[src/rtl/serial_rx_port_if.sv]
// CPU/line-side bundle for the serial receive port.
// Combinational read path; no handshaking beyond the one-clk read strobe.
// No backpressure: the port side is the slave and never stalls the CPU.
interface serial_rx_port_if;
    logic       rxd;
    logic [7:0] Address;
    logic       re;
    logic [7:0] RData;
    logic       rx_nempty;

    modport master (
        output rxd,
        output Address,
        output re,
        input  RData,
        input  rx_nempty
    );

    modport slave (
        input  rxd,
        input  Address,
        input  re,
        output RData,
        output rx_nempty
    );
endinterface

[src/rtl/serial_rx_port.sv]
// 8N1 UART receiver with a 4-deep byte FIFO and memory-mapped data/status regs.
// Latency: byte visible one clk after the stop-bit sample; reads are combinational.
// No backpressure: a byte arriving at a full FIFO is dropped and flags overrun.
module serial_rx_port #(
    parameter int         CLK_HZ    = 50000000,
    parameter int         BAUD      = 115200,
    parameter logic [7:0] RX_ADDR   = 8'hFE,
    parameter logic [7:0] STAT_ADDR = 8'hFD
) (
    input logic             clk,
    input logic             iRST_N,
    serial_rx_port_if.slave bus
);
    localparam int CPB  = CLK_HZ / BAUD;
    localparam int HALF = CPB / 2;
    localparam int CW   = (CPB > 1) ? $clog2(CPB) : 1;
    localparam logic [CW-1:0] CPB_M1  = CW'(CPB - 1);
    localparam logic [CW-1:0] HALF_M1 = CW'(HALF - 1);

    typedef enum logic [1:0] {IDLE, START, DATA, STOP} state_t;

    state_t        state, state_nxt;
    logic          rx_s1, rx_sync, rx_prev;
    logic [CW-1:0] cnt;
    logic [2:0]    bit_idx;
    logic [7:0]    shift;
    logic          cnt_clr, cnt_inc, bit_take, push, ferr_set;

    logic [7:0]    mem [4];
    logic [1:0]    wr_ptr, rd_ptr;
    logic [2:0]    count;
    logic          ovr, ferr;
    logic          nempty, full, pop, stat_rd, do_write, ovr_set;

    // Two-flop synchronizer plus one history flop for falling-edge detection.
    always_ff @(posedge clk or negedge iRST_N) begin
        if (!iRST_N) begin
            rx_s1   <= 1'b1;
            rx_sync <= 1'b1;
            rx_prev <= 1'b1;
        end else begin
            rx_s1   <= bus.rxd;
            rx_sync <= rx_s1;
            rx_prev <= rx_sync;
        end
    end

    // FSM state register.
    always_ff @(posedge clk or negedge iRST_N) begin
        if (!iRST_N) state <= IDLE;
        else         state <= state_nxt;
    end

    // Next-state and datapath strobes; start bit is qualified at mid-bit.
    always_comb begin
        state_nxt = state;
        cnt_clr   = 1'b0;
        cnt_inc   = 1'b0;
        bit_take  = 1'b0;
        push      = 1'b0;
        ferr_set  = 1'b0;
        case (state)
            IDLE: begin
                cnt_clr = 1'b1;
                if (!rx_sync && rx_prev) state_nxt = START;
            end
            START: begin
                if (cnt == HALF_M1) begin
                    cnt_clr   = 1'b1;
                    state_nxt = rx_sync ? IDLE : DATA;
                end else begin
                    cnt_inc = 1'b1;
                end
            end
            DATA: begin
                if (cnt == CPB_M1) begin
                    cnt_clr  = 1'b1;
                    bit_take = 1'b1;
                    if (bit_idx == 3'd7) state_nxt = STOP;
                end else begin
                    cnt_inc = 1'b1;
                end
            end
            STOP: begin
                if (cnt == CPB_M1) begin
                    cnt_clr   = 1'b1;
                    state_nxt = IDLE;
                    if (rx_sync) push     = 1'b1;
                    else         ferr_set = 1'b1;
                end else begin
                    cnt_inc = 1'b1;
                end
            end
            default: state_nxt = IDLE;
        endcase
    end

    // Bit-period counter, bit index and LSB-first shift register.
    always_ff @(posedge clk or negedge iRST_N) begin
        if (!iRST_N) begin
            cnt     <= '0;
            bit_idx <= 3'd0;
            shift   <= 8'h00;
        end else begin
            if (cnt_clr)      cnt <= '0;
            else if (cnt_inc) cnt <= cnt + 1'b1;
            if (state != DATA) bit_idx <= 3'd0;
            else if (bit_take) bit_idx <= bit_idx + 3'd1;
            if (bit_take) shift[bit_idx] <= rx_sync;
        end
    end

    assign nempty   = (count != 3'd0);
    assign full     = (count == 3'd4);
    assign pop      = bus.re && (bus.Address == RX_ADDR) && nempty;
    assign stat_rd  = bus.re && (bus.Address == STAT_ADDR);
    // At full a concurrent pop frees the head slot, which is where wr_ptr points.
    assign do_write = push && (!full || pop);
    assign ovr_set  = push && full && !pop;

    // FIFO storage; contents need no reset because count gates every read.
    always_ff @(posedge clk) begin
        if (do_write) mem[wr_ptr] <= shift;
    end

    // FIFO pointers/occupancy and sticky error flags (new events beat a clear).
    always_ff @(posedge clk or negedge iRST_N) begin
        if (!iRST_N) begin
            wr_ptr <= 2'd0;
            rd_ptr <= 2'd0;
            count  <= 3'd0;
            ovr    <= 1'b0;
            ferr   <= 1'b0;
        end else begin
            if (do_write) wr_ptr <= wr_ptr + 2'd1;
            if (pop)      rd_ptr <= rd_ptr + 2'd1;
            if (do_write && !pop)      count <= count + 3'd1;
            else if (pop && !do_write) count <= count - 3'd1;
            ovr  <= ovr_set  || (ovr  && !stat_rd);
            ferr <= ferr_set || (ferr && !stat_rd);
        end
    end

    // Combinational register read mux.
    always_comb begin
        bus.RData = 8'h00;
        if (bus.Address == RX_ADDR) begin
            if (nempty) bus.RData = mem[rd_ptr];
        end else if (bus.Address == STAT_ADDR) begin
            bus.RData = {4'b0000, ovr, ferr, full, nempty};
        end
    end

    assign bus.rx_nempty = nempty;
endmodule

[src/flat_wrapper.sv]
// flat-port wrapper written by rule: the top's interface ports become plain ports
module serial_rx_port_flat 
#(
    parameter int         CLK_HZ    = 50000000,
    parameter int         BAUD      = 115200,
    parameter logic [7:0] RX_ADDR   = 8'hFE,
    parameter logic [7:0] STAT_ADDR = 8'hFD
)
  (clk, iRST_N, bus_rxd, bus_Address, bus_re, bus_RData, bus_rx_nempty);
  serial_rx_port_if bus_i ();
  input logic clk;
  input logic iRST_N;
  input wire logic [$bits(bus_i.rxd)-1:0] bus_rxd;
  input wire logic [$bits(bus_i.Address)-1:0] bus_Address;
  input wire logic [$bits(bus_i.re)-1:0] bus_re;
  output wire logic [$bits(bus_i.RData)-1:0] bus_RData;
  output wire logic [$bits(bus_i.rx_nempty)-1:0] bus_rx_nempty;
  assign bus_i.rxd = bus_rxd;
  assign bus_i.Address = bus_Address;
  assign bus_i.re = bus_re;
  assign bus_RData = bus_i.RData;
  assign bus_rx_nempty = bus_i.rx_nempty;
  serial_rx_port #(.CLK_HZ(CLK_HZ), .BAUD(BAUD), .RX_ADDR(RX_ADDR), .STAT_ADDR(STAT_ADDR)) u_core (.clk(clk), .iRST_N(iRST_N), .bus(bus_i));
endmodule
[config.mk]
export PLATFORM = sky130hd
export DESIGN_NAME = serial_rx_port_flat
export DESIGN_NICKNAME = d
export VERILOG_FILES = /design/src/rtl/serial_rx_port_if.sv /design/src/rtl/serial_rx_port.sv /design/src/flat_wrapper.sv
export SDC_FILE = /design/constraint.sdc
export NUM_CORES = 1
export LEC_CHECK = 0
export BUFFER_PORTS_ARGS = -buffer_cell sky130_fd_sc_hd__buf_2
export CAP_MARGIN = 20
export CORE_MARGIN = 2
export CORE_UTILIZATION = 51
export DETAILED_ROUTE_END_ITERATION = 8
export PLACE_DENSITY = 0.72
export SLEW_MARGIN = 0
export SYNTH_ARGS = -nofsm -noshare
export SYNTH_HDL_FRONTEND = slang
export SYNTH_SLANG_ARGS = --single-unit
[constraint.sdc]
create_clock -name clk -period 2.32 [get_ports clk]
set_clock_uncertainty 0.05 [all_clocks]
set_input_delay 0.116 -clock clk [delete_from_list [all_inputs] [get_ports clk]]
set_output_delay 0.116 -clock clk [all_outputs]
set_load 0.01 [all_outputs]
# ---- Word-level counts from Yosys, hierarchy flattened
# Memory sizes are Yosys's and may differ from the RTL's.
# Cells that the tools add are included.
dict set report totals {
  regBits 34
  ramBits 32
  elab_cells 97
  mem_count 1
  latch_bits 0
  mem_bits_ro 0
}
# memory depth width read_ports rd_clocked_by_memory_dff write_ports line_no
set mem_list {}
lappend mem_list {u_core.mem 4 8 1 0 1 serial_rx_port.sv:29} ;# logic [7:0] mem [4];
dict set report classes {
  n_bitwise 0
  n_shift 0
  multipliers 0
  n_eq_ne 15
  magnitude_cmp 2
  n_div 0
  n_reduce_logical 27
  n_addsub 6
  mux 34
}
# op count
set ops {}
lappend ops {{9-bit two-way mux} 2}
lappend ops {{8-bit == test, second input constant} 2}
lappend ops {{8-bit two-way mux} 2}
lappend ops {{1-bit two-way mux} 14}
lappend ops {{1-bit logical AND} 12}
lappend ops {{2-bit two-way mux} 6}
lappend ops {{3-bit two-way mux} 4}
lappend ops {{2-bit by 1-bit != test with 1-bit output, second input constant} 5}
lappend ops {{9-bit by 1-bit adder with 9-bit output, second input constant} 1}
lappend ops {{9-bit by 8-bit == test with 1-bit output, second input constant} 1}
lappend ops {{9-bit == test, second input constant} 1}
lappend ops {{8-bit bitwise mux} 1}
lappend ops {{2-bit one-hot mux with 4 select lines} 1}
lappend ops {{3-bit by 1-bit adder with 3-bit output, second input constant} 2}
lappend ops {{3-bit == test, second input constant} 2}
lappend ops {{2-bit nonzero test} 3}
lappend ops {{1-bit logical NOT} 5}
lappend ops {{5-bit AND reduction} 1}
lappend ops {{2-bit by 1-bit adder with 2-bit output, second input constant} 2}
lappend ops {{2-bit == test, second input constant} 2}
lappend ops {{3-bit by 4-bit < comparator with 1-bit output, second input constant} 1}
lappend ops {{4-bit two-way mux} 1}
lappend ops {{1-bit demux with 3-bit select} 1}
lappend ops {{3-bit by 1-bit >= comparator with 1-bit output, second input constant} 1}
lappend ops {{9 further kinds} 11}

# ---- Longest topological paths before layout
# Gate-level depths: netlist (run 1).
dict set report logic_depth {
  ltp_word 9
  ltp_mapped 11
}

# ---- Worst setup path before layout (run 1)
# OpenSTA, ideal clock, no wires.
dict set report synth_path {
  kind {register to register}
  start {register u_core.cnt[1]}
  end {register u_core.count[2]}
  synth_period_minus_slack_ns 2.556
  t_required_ns 2.191
  slack_ns -0.236
  arrival_ns 2.427
  setup_time_ns 0.079
  path_stages_with_launch 12
  path_cell_list {dfrtp_1 -> inv_1 -> ha_1 -> and4bb_2 -> nand4_4 -> nor3b_4 -> ha_1 -> inv_1 -> fa_1 -> xor2_1 -> nor2_1 -> xor2_1}
}
dict set report synth_via {
  elab_chain_cells 7
  elab_cells_between_ends 9
  cone_classes {eq/ne: 1; mux: 3; reduce/logical: 5}
}
# item line_no
set synth_lines {}
lappend synth_lines {{start: declaration} serial_rx_port.sv:24} ;# logic [CW-1:0] cnt;
lappend synth_lines {{start signal: assignment} serial_rx_port.sv:106} ;# else if (cnt_inc) cnt <= cnt + 1'b1;
lappend synth_lines {{9-bit == test *} serial_rx_port.sv:85} ;# if (cnt == CPB_M1) begin
lappend synth_lines {{1-bit two-way mux *} serial_rx_port.sv:85}
lappend synth_lines {{1-bit two-way mux *} serial_rx_port.sv:62} ;# case (state)
lappend synth_lines {{1-bit logical AND *} serial_rx_port.sv:118} ;# assign do_write = push && (!full || pop);
lappend synth_lines {{named net u_core.do_write} serial_rx_port.sv:33} ;# logic nempty, full, pop, stat_rd, do_write, ovr_set;
lappend synth_lines {{1-bit logical NOT} serial_rx_port.sv:138} ;# else if (pop && !do_write) count <= count - 3'd1;
lappend synth_lines {{1-bit logical AND} serial_rx_port.sv:138}
lappend synth_lines {{2-bit nonzero test (no line)} --}
lappend synth_lines {{end signal: assignment} serial_rx_port.sv:137} ;# if (do_write && !pop) count <= count + 3'd1;
lappend synth_lines {{end signal: assignment} serial_rx_port.sv:138}
lappend synth_lines {{end: declaration} serial_rx_port.sv:31} ;# logic [2:0] count;
# The timed path passes the listed nets; every way through them passes the cells marked *.
# A chain may end at the register's enable or synchronous reset.

# ---- Final worst setup path (run 1)
# Ends and elaborated chain as after synthesis.

==> out/results.tsv, run 1 <==
metric	value	unit
ys_seq_area_share	60.51	%
p_leak	0.001549	uW
synth_flop_cell	edfxtp_1	
via_per_inst	5.555	
antenna_found_initial	0	
drv_slew	0	
period_share	98.81	%
synthDistinctLibCells	44	
cts_root_buffer	clkbuf_8	
cellPowerDensity	711.9	mW/mm2
grt_start_max_net_pins	35	
worstPathArrival	2.50	ns
mostFrequentLayoutCell	edfxtp_1	
startpoint_type	flop	
cp_max_fo	2	
grt_pass1_wl	8928	um
finalNetCount	276	
drc	0	
synthCells	207	
syn_to_final_growth	17.76	%
synth-seq-cells	66	
max_freq	436.2	MHz
swShare	24.70	%
clkSlewWorstSetupHoldPaths	0.07	ns
clock_sinks	66	
cts_buffers	9	
ys_async_sr_fraction	51.52	%
irDropWorstVdd	0.3348	mV
pwr-share-comb	11.2	%
status	completed	
clkPwrFrac	37.8	%
ios	21	
hold_violations	0	
yosys_warnings	0	
cts.path.max_buffers	2	
clk_latency	0.33	ns
routedWlPerCell	16.23	um
cts_tree	yes	
initial_utilization	53.50	%
r2r_cells	11	
layout-drive-gt1-share	34.11	%
worst_pin_slew	0.7684	ns
port_buffers	20	
die_area	0.006512	mm2
pwr-share-seq	51.0	%
maxSlewHeadroom	48.77	%
hp-class	input port to flop	
die_h	80.70	um
post-place-ws	0.01743	ns
grt_pass1_vias	1859	
synth_nets	230	
worst_slack	0.02755	ns
required	2.53	ns
die_w	80.70	um
rows	27	
routed_wl	5356	um
finalCriticalPeriod	2.292	ns
finalSetupViolCount	0	
core_region_area	0.005608	mm2
num_antenna_cells	0	
rsz0062_at_grt	yes	
max-cap-violations	0	
mostFrequentLayoutCells	edfxtp_1 (32), dfrtp_1 (31), buf_2 (20), buf_4 (20), nor2_1 (13)	
netlist_area	0.003000	mm2
avgSynthCellArea	14.49	um2
gp_congestion	0.7841	
cts_max_level	3	
drtAntennaViolNets	0	
netSwitchingPower	621.4	uW
holdPathStages	3	
finish.utilization	63.01	%
worstSetupEndpointType	flop	
fillCellCount	424	
dp.final_hpwl	3650	um
p_int	1894	uW
critPathKind	flop to flop	
grt_usage	18.94	%
first_pass_iters	4	
drtIter0Drc	109	
vias	1833	
grt-ovfl-total	0	
synth_edf_count	32	
-- path summary, 6_finish.rpt --
path                          startpoint               to  slack, ns
max                        u_core.cnt[1]  u_core.count[2]       0.03
min                               bus_re       u_core.ovr       0.11
max reg2reg                u_core.cnt[1]  u_core.count[2]       0.03
min reg2reg                 u_core.rx_s1   u_core.rx_sync       0.31
max in group asynchronous         iRST_N    u_core.cnt[1]       1.39
min in group asynchronous         iRST_N    u_core.cnt[2]       0.34
-- layer usage --
| metal | track usage, % | vias to the layer above | wire length [um] |
|---|---|---|---|
| li1 | - | 866 | - |
| met1 | 24.47 | 905 | 2482 |
| met2 | 29.92 | 55 | 2525 |
| met3 | 4.944 | 7 | 266 |
| met4 | 9.153 | 0 | 82 |
| met5 | 0 | - | 0 |
-- synth_stat cells, types with 2 or more instances --
cell	instances	area, um2
a32o_1	4	40.04
a21oi_1	5	25.02
inv_1	6	22.52
mux4_2	8	180.2
dfrtp_1	31	775.7
nand3b_1	3	22.52
xnor2_1	6	52.55
xor2_1	8	70.07
buf_2	3	15.01
nand2b_1	3	18.77
dfstp_2	3	78.83
ha_1	10	125.1
and2_1	5	31.28
nor2b_1	6	37.54
nand3_1	7	35.03
clkbuf_1	3	11.26
nand2_1	8	30.03
nor3b_1	3	22.52
edfxtp_1	32	960.9
nor2_1	13	48.80
mux2_2	8	90.09
and3_1	5	31.28
nor4_1	2	12.51
nand4_1	5	31.28
-- metrics by stage --
step / TNS (ns) / cells / hold slack (ns) / area, um2 / total power (uW)
final: 0 / 330 / 0.1079 / 3533 / 2515
after floorplan: -0.1553 / 207 / -0.2296 / 3005 / 1452
after detailed placement: 0 / 309 / 0.1752 / 3286 / 1569
after CTS: 0 / 328 / 0.07940 / 3515 / 2526
after global placement: 0 / 309 / 0.1751 / 3286 / 1567
after global routing: -0.09037 / 330 / 0.1025 / 3533 / 2622
-- power groups by stage --
stage	Sequential, uW	Clock [uW]	Combinational (uW)
6_report	1280	952	281
5_1_grt	1290	1020	312
4_1_cts	1280	976	268
3_5_place_dp	1310	0	263
3_3_place_gp	1300	0	264
2_1_floorplan	1320	0	133
-- registers in the layout, indices dropped and copies added, names as in the netlist, named ones only --
signal and flops:
u_core.mem 32, u_core.cnt 9, u_core.shift 8, u_core.bit_idx 3
u_core.count 3, u_core.rd_ptr 2, u_core.wr_ptr 2, u_core.ferr 1
u_core.ovr 1, u_core.rx_prev 1, u_core.rx_s1 1, u_core.rx_sync 1
u_core.state 1
-- kinds of logic (layout without fill, tap and decap cells) --
family                     count (synthesis)  count (layout)  synth area share, %
adders and majority gates                 11              11                4.837
AOI/OAI and AO/OA                         14              14                3.712
buffers and inverters                     13              64                2.001
and+or+nand+nor                           71              71                14.97
xor gates and xnor gates                  14              14                4.087
DFF                                       66              66                60.51
muxes                                     18              18                9.883
-- area by class of cell --
class	instances	area, um2	area share [%]
clock buffers	9	123.9	3.506
clock inverters	7	77.57	2.195
inverters	6	22.52	0.6374
multi-input cells	128	1134	32.08
flip-flops and latches	66	1815	51.38
well taps	72	90.09	2.550
repair buffers	42	270.3	7.649
-- what timing repair did --
action                     CTS  global route
hold endpoints to repair    32             0
setup endpoints to repair    1             2
pin swaps                    1             4
hold buffers                 2             0
resized for setup            0             2
gates cloned                 0             0
buffers inserted             1             2
-- worst max-delay path, cell delays in order (launching register included) --
cell      delay [ns]
dfrtp_1         0.40
inv_2           0.06
ha_1            0.12
and4bb_2        0.27
nand4_4         0.10
nor3b_4         0.23
ha_2            0.22
inv_2           0.04
fa_2            0.32
xor2_1          0.14
nor2_1          0.12
xor2_1          0.15
(Power assumes the default switching activity.)
==> run 2: changes to the inputs <==
--- a/config.mk
+++ b/config.mk
@@ -10,7 +10,7 @@
 export CORE_MARGIN = 2
 export CORE_UTILIZATION = 51
 export DETAILED_ROUTE_END_ITERATION = 8
-export PLACE_DENSITY = 0.72
+export PLACE_DENSITY = 0.69
 export SLEW_MARGIN = 0
 export SYNTH_ARGS = -nofsm -noshare
 export SYNTH_HDL_FRONTEND = slang
==> constraint.sdc (replaced) <==
create_clock -name clk -period 2.5 [get_ports clk]
set_clock_uncertainty 0.05 [all_clocks]
set_input_delay 0.125 -clock clk [delete_from_list [all_inputs] [get_ports clk]]
set_output_delay 0.125 -clock clk [all_outputs]
set_load 0.01 [all_outputs]
==> out/results.tsv, run 2 (synthesized netlist as in run 1, its figures left out) <==
metric	value	unit	change
drv_slew	0		unchanged
startpoint_type	flop		
critPathKind	flop to flop		
ios	21		unchanged
period_share	93.39	%	-5.4 points
syn_to_final_growth	15.55	%	
grt_pass1_wl	8480	um	-5.0%
irDropWorstVdd	0.3085	mV	-7.8%
clock_sinks	66		unchanged
p_leak	0.001492	uW	-3.7%
drc	0		unchanged
grt-ovfl-total	0		unchanged
grt_pass1_vias	1737		-6.6%
mostFrequentLayoutCells	edfxtp_1 (32), dfrtp_1 (31), buf_2 (20)		
cp_max_fo	2		unchanged
status	completed		
fillCellCount	451		+6.4%
clk_latency	0.33	ns	about the same
finalSetupViolCount	0		unchanged
drtAntennaViolNets	0		unchanged
final_area	0.003467	mm2	-1.9%
finalNetCount	266		-3.6%
first_pass_iters	4		unchanged
cts_buffers	9		unchanged
fin_tns_setup	0	ns	unchanged
finalCriticalPeriod	2.335	ns	+0.04239 ns
via_per_inst	5.574		+0.34%
top_regs	u_core.mem: 32 flops, u_core.cnt: 9 flops, u_core.shift: 8 flops		
routedWlPerCell	16.35	um	+0.74%
num_antenna_cells	0		unchanged
worst_pin_slew	0.8018	ns	+0.03340 ns
routed_wl	5216	um	-2.6%
die_h	80.70	um	unchanged
largest_reg_flops	32		unchanged
antenna_found_initial	0		unchanged
initial_utilization	53.50	%	unchanged
cts.path.max_buffers	2		unchanged
grt_usage	18.16	%	-0.79 points
mostFrequentLayoutCell	edfxtp_1		
maxSlewHeadroom	46.54	%	-2.2 points
worstSetupEndpointType	flop		
drtIter0Drc	127		+17%
cts_tree	yes		
hold_violations	0		unchanged
vias	1778		-3.0%
hp-class	input port to flop		
clkSlewWorstSetupHoldPaths	0.06	ns	about the same
required	2.67	ns	+0.14 ns
max-cap-violations	0		unchanged
rows	27		unchanged
cts_max_level	3		unchanged
layout-drive-gt1-share	30.36	%	-3.7 points
die_w	80.70	um	unchanged
largest_register	u_core.mem		
gp_congestion	0.7773		-0.87%
max_freq	428.3	MHz	-1.8%
worst_slack	0.1652	ns	+0.1376 ns
die_area	0.006512	mm2	unchanged
post-place-ws	0.04684	ns	+0.02941 ns
cts_root_buffer	clkbuf_8		
worstPathArrival	2.50	ns	about the same
rsz0062_at_grt	no		
cellPowerDensity	687.5	mW/mm2	-3.4%
core_region_area	0.005608	mm2	unchanged
dp.final_hpwl	3543	um	-2.9%
port_buffers	20		unchanged
grt_start_max_net_pins	35		unchanged
hold_ws	0.1018	ns	-0.006088 ns
dpl_cell_area	0.003218	mm2	-2.1%
[run 2: worst paths after layout]
check | cells after the start | to | slack [ns] | startpoint
max | 11 | u_core.count[2] | 0.17 | u_core.cnt[1]
min | 3 | u_core.ovr | 0.10 | bus_re
max reg2reg | 11 | u_core.count[2] | 0.17 | u_core.cnt[1]
min reg2reg | 0 | u_core.rx_sync | 0.31 | u_core.rx_s1
max in group asynchronous | 2 | u_core.rd_ptr[0] | 1.52 | iRST_N
min in group asynchronous | 2 | u_core.shift[6] | 0.37 | iRST_N
[run 2: where the power goes]
group          total, uW  switching [uW]  internal, uW  leakage [uW]
Clock                950             396           555      0.000100
Sequential          1210            41.3          1170      0.000828
Combinational        227             118           109      0.000564
[run 2: per-layer routing]
layer	up-vias	global-route usage (%)	share of wire, %
li1	838	-	-
met1	886	24.23	49
met2	46	27.83	46
met3	8	4.157	4.0
met4	0	9.661	1.9
met5	-	0	0
[run 2: timing repair]
item                                    4_1_cts  5_1_grt
gates resized for setup                       0        3
hold buffers                                  2        0
buffers inserted                              0        2
endpoints found under the setup margin        0        2
hold endpoints to repair                     32        0
[run 2: layout make-up]
type	instances	area [um2]	share of cell area, %
Clock buffer	10	127.6	3.681
Multi-Input combinational cell	128	1136	32.77
Inverter	6	22.52	0.6496
Sequential cell	66	1815	52.36
Clock inverter	5	80.08	2.310
Tap cell	72	90.09	2.598
Timing Repair Buffer	32	195.2	5.630
[run 2: critical path, cell delays in order (launching register included)]
cell and delay (ns):
dfrtp_1 0.39, inv_2 0.06, ha_1 0.13, and4bb_2 0.27, nand4_4 0.10, nor3b_4 0.23, ha_2 0.22, inv_2 0.04
fa_2 0.37, xor2_1 0.16, nor2_1 0.06, xor2_1 0.15
[run 2: per-stage QoR]
| stage | power (uW) | utilization [%] | cells |
|---|---|---|---|
| floorplan | 1348 | - | 207 |
| global placement | 1437 | 57.39 | 300 |
| detailed placement | 1440 | 57.39 | 300 |
| CTS | 2381 | 61.45 | 317 |
| global route | 2472 | 61.83 | 319 |
| finish | 2384 | 61.83 | 319 |
==> run 3: changes to the inputs <==
--- a/config.mk
+++ b/config.mk
@@ -5,6 +5,7 @@
 export SDC_FILE = /design/constraint.sdc
 export NUM_CORES = 1
 export LEC_CHECK = 0
+export ABC_AREA = 1
 export BUFFER_PORTS_ARGS = -buffer_cell sky130_fd_sc_hd__buf_2
 export CAP_MARGIN = 20
 export CORE_MARGIN = 2
==> out/results.tsv, run 3 <==
metric	value	unit	change
cp_max_fo	3		+1
ys_seq_area_share	58.11	%	-2.4 points
port_buffers	20		unchanged
rows	28		+3.7%
worst_pin_slew	0.7590	ns	-0.04288 ns
routedWlPerCell	12.56	um	-23%
cellPowerDensity	685.4	mW/mm2	-0.31%
grt-ovfl-total	0		unchanged
clk_latency	0.34	ns	about the same
dp.final_hpwl	3810	um	+7.5%
synthCells	329		+59%
cts_tree	yes		
grt_start_max_net_pins	35		unchanged
drtIter0Drc	54		-57%
worst_slack	0.2136	ns	+0.04841 ns
drtAntennaViolNets	0		unchanged
grt_pass1_wl	9025	um	+6.4%
antenna_found_initial	0		unchanged
hold_end	u_core.rd_ptr[0]		
yosysTopAreaCellShare	30.76	%	-1.3 points
cts_max_level	3		unchanged
layout-drive-gt1-share	16.76	%	-14 points
drv_slew	0		unchanged
die_w	82.27	um	+1.9%
synth_edf_count	32		unchanged
finalSetupViolCount	0		unchanged
max_freq	437.4	MHz	+2.1%
syn_to_final_growth	15.26	%	
worstSetupEndpointType	flop		
finalNetCount	388		+46%
r2r_cells	14		+3
synth_common_cells	nand2_1 (72), nor2_1 (39), inv_1 (35)		
synth_flop_cell	edfxtp_1		
hold_violations	0		unchanged
synth-seq-cells	66		unchanged
via_per_inst	5.065		-9.1%
irDropWorstVdd	0.6364	mV	+110%
required	2.67	ns	about the same
finalCriticalPeriod	2.286	ns	-0.04841 ns
grt_pass1_vias	2011		+16%
clock_sinks	66		unchanged
grt_usage	18.13	%	-0.031 points
synthDistinctLibCells	27		-39%
num_antenna_cells	0		unchanged
core_region_area	0.005921	mm2	+5.6%
gp_congestion	0.7726		-0.60%
largest_register	u_core.mem		
status	completed		
ys_async_sr_fraction	51.52	%	unchanged
maxSlewHeadroom	49.40	%	+2.9 points
cts.path.max_buffers	2		unchanged
die_h	82.27	um	+1.9%
r2r-end	u_core.count[2]		
ios	21		unchanged
finish.utilization	60.82	%	-1.0 points
p_leak	0.001674	uW	+12%
clkSlewWorstSetupHoldPaths	0.07	ns	about the same
yosys.area.top_type	edfxtp_1		
mostFrequentLayoutCells	nand2_1 (72), nor2_1 (39), inv_1 (35)		
hp-class	input port to flop		
period_share	91.46	%	-1.9 points
mostFrequentLayoutCell	nand2_1		
netlist_area	0.003124	mm2	+4.1%
dpl_cell_area	0.003334	mm2	+3.6%
rsz0062_at_grt	no		
avgSynthCellArea	9.496	um2	-34%
post-place-cells	425		+42%
drc	0		unchanged
final_area	0.003601	mm2	+3.9%
r2r_slack	0.21	ns	+0.05 ns
yosys_warnings	0		unchanged
cts_root_buffer	clkbuf_8		
post-place-ws	0.08935	ns	+0.04252 ns
holdCritStartpoint	bus_re		
die_area	0.006768	mm2	+3.9%
holdPathStages	3		unchanged
fin_cells	445		+39%
first_pass_iters	4		unchanged
worstPathArrival	2.46	ns	-0.04 ns
max-cap-violations	0		unchanged
yosysMostFrequentCell	nand2_1		
synth_nets	352		+53%
routed_wl	5589	um	+7.2%
yosys-top-cells-area	edfxtp_1 (31%), dfrtp_1 (25%), nand2_1 (8.7%), nor2_1 (4.7%), nand3_1 (4.3%)		
top_regs	u_core.mem: 32 flops, u_core.cnt: 9 flops, u_core.shift: 8 flops		
fin_tns_setup	0	ns	unchanged
critPathKind	flop to flop		
initial_utilization	52.77	%	-0.73 points
largest_reg_flops	32		unchanged
rr_startpoint	u_core.cnt[1]		
startpoint_type	flop		
vias	2254		+27%
cts_buffers	9		unchanged
## run 3: changes by cell type in the layout (fill, tap and decap cells not counted), moves of 6 or more
| cell | change |
|---|---|
| nand3_1 | +19 |
| mux2_2 | -8 |
| inv_1 | +31 |
| mux4_2 | -8 |
| nor2_1 | +26 |
| a21oi_1 | +6 |
| nand2_1 | +64 |
| nor2b_1 | -6 |
| o21ai_0 | +24 |
## run 3: report_power, final
| part | total, uW | switching [uW] | internal [uW] | leakage [uW] |
|---|---|---|---|---|
| registers | 1240 | 58.0 | 1180 | 0.000814 |
| clock network | 954 | 398 | 556 | 0.000106 |
| logic | 273 | 176 | 97.0 | 0.000755 |
| total | 2470 | 632 | 1840 | 0.00167 |
## run 3: cell families after synthesis
family / count (synthesis) / share of synthesized area [%]
compound gates: 38 / 6.087
buf+inv: 45 / 5.967
xor+xnor: 8 / 2.243
simple gates: 161 / 22.95
fa+ha+maj: 11 / 4.646
flops: 66 / 58.11
## run 3: repair_timing
action / 4_1_cts / 5_1_grt
setup buffers: 0 / 2
endpoints found under the hold margin: 32 / 0
resized for setup: 0 / 6
hold buffers: 2 / 0
setup endpoints to repair: 0 / 1
## run 3: how the worst max path moves through the flow
stage	from	end	cells after the start
6_report	u_core.cnt[1]	u_core.count[2]	14
5_1_grt	u_core.cnt[1]	u_core.count[2]	14
4_1_cts	u_core.cnt[1]	u_core.count[2]	14
3_5_place_dp	u_core.cnt[1]	u_core.count[2]	14
3_3_place_gp	u_core.cnt[1]	u_core.count[2]	14
2_1_floorplan	u_core.cnt[1]	u_core.count[2]	14
## run 3: routing by layer
metal	routed length [um]	GRT usage (%)
met1	2662	23.17
met2	2630	29.44
met3	199	3.913
met4	96	8.500
met5	0	0
## run 3: critical path, stage by stage (launching register included)
cell and delay, ns:
dfrtp_1 0.39, inv_1 0.08, ha_1 0.15, nand2_1 0.09
nor2_4 0.12, nand3_2 0.10, nor2_4 0.13, nand2_2 0.06
inv_1 0.05, ha_1 0.13, inv_1 0.08, fa_2 0.40
a21oi_2 0.11, o21ai_1 0.08, xor2_1 0.14
## run 3: area by class of cell
cell class                 instances  area (um2)
inverter                          38       142.6
timing repair buffer              32       195.2
sequential                        66        1815
clock buffer                      10       127.6
clock inverter                     6       82.58
fill                             501        2320
multi-input combinational        218        1144
tap                               75       93.84
## run 3: stage by stage
stage / hold WS [ns] / total power (uW)
2_1_floorplan: -0.2206 / 1444
3_3_place_gp: 0.1801 / 1513
3_5_place_dp: 0.1825 / 1520
4_1_cts: 0.02932 / 2480
5_1_grt: 0.03473 / 2580
6_report: 0.04400 / 2468
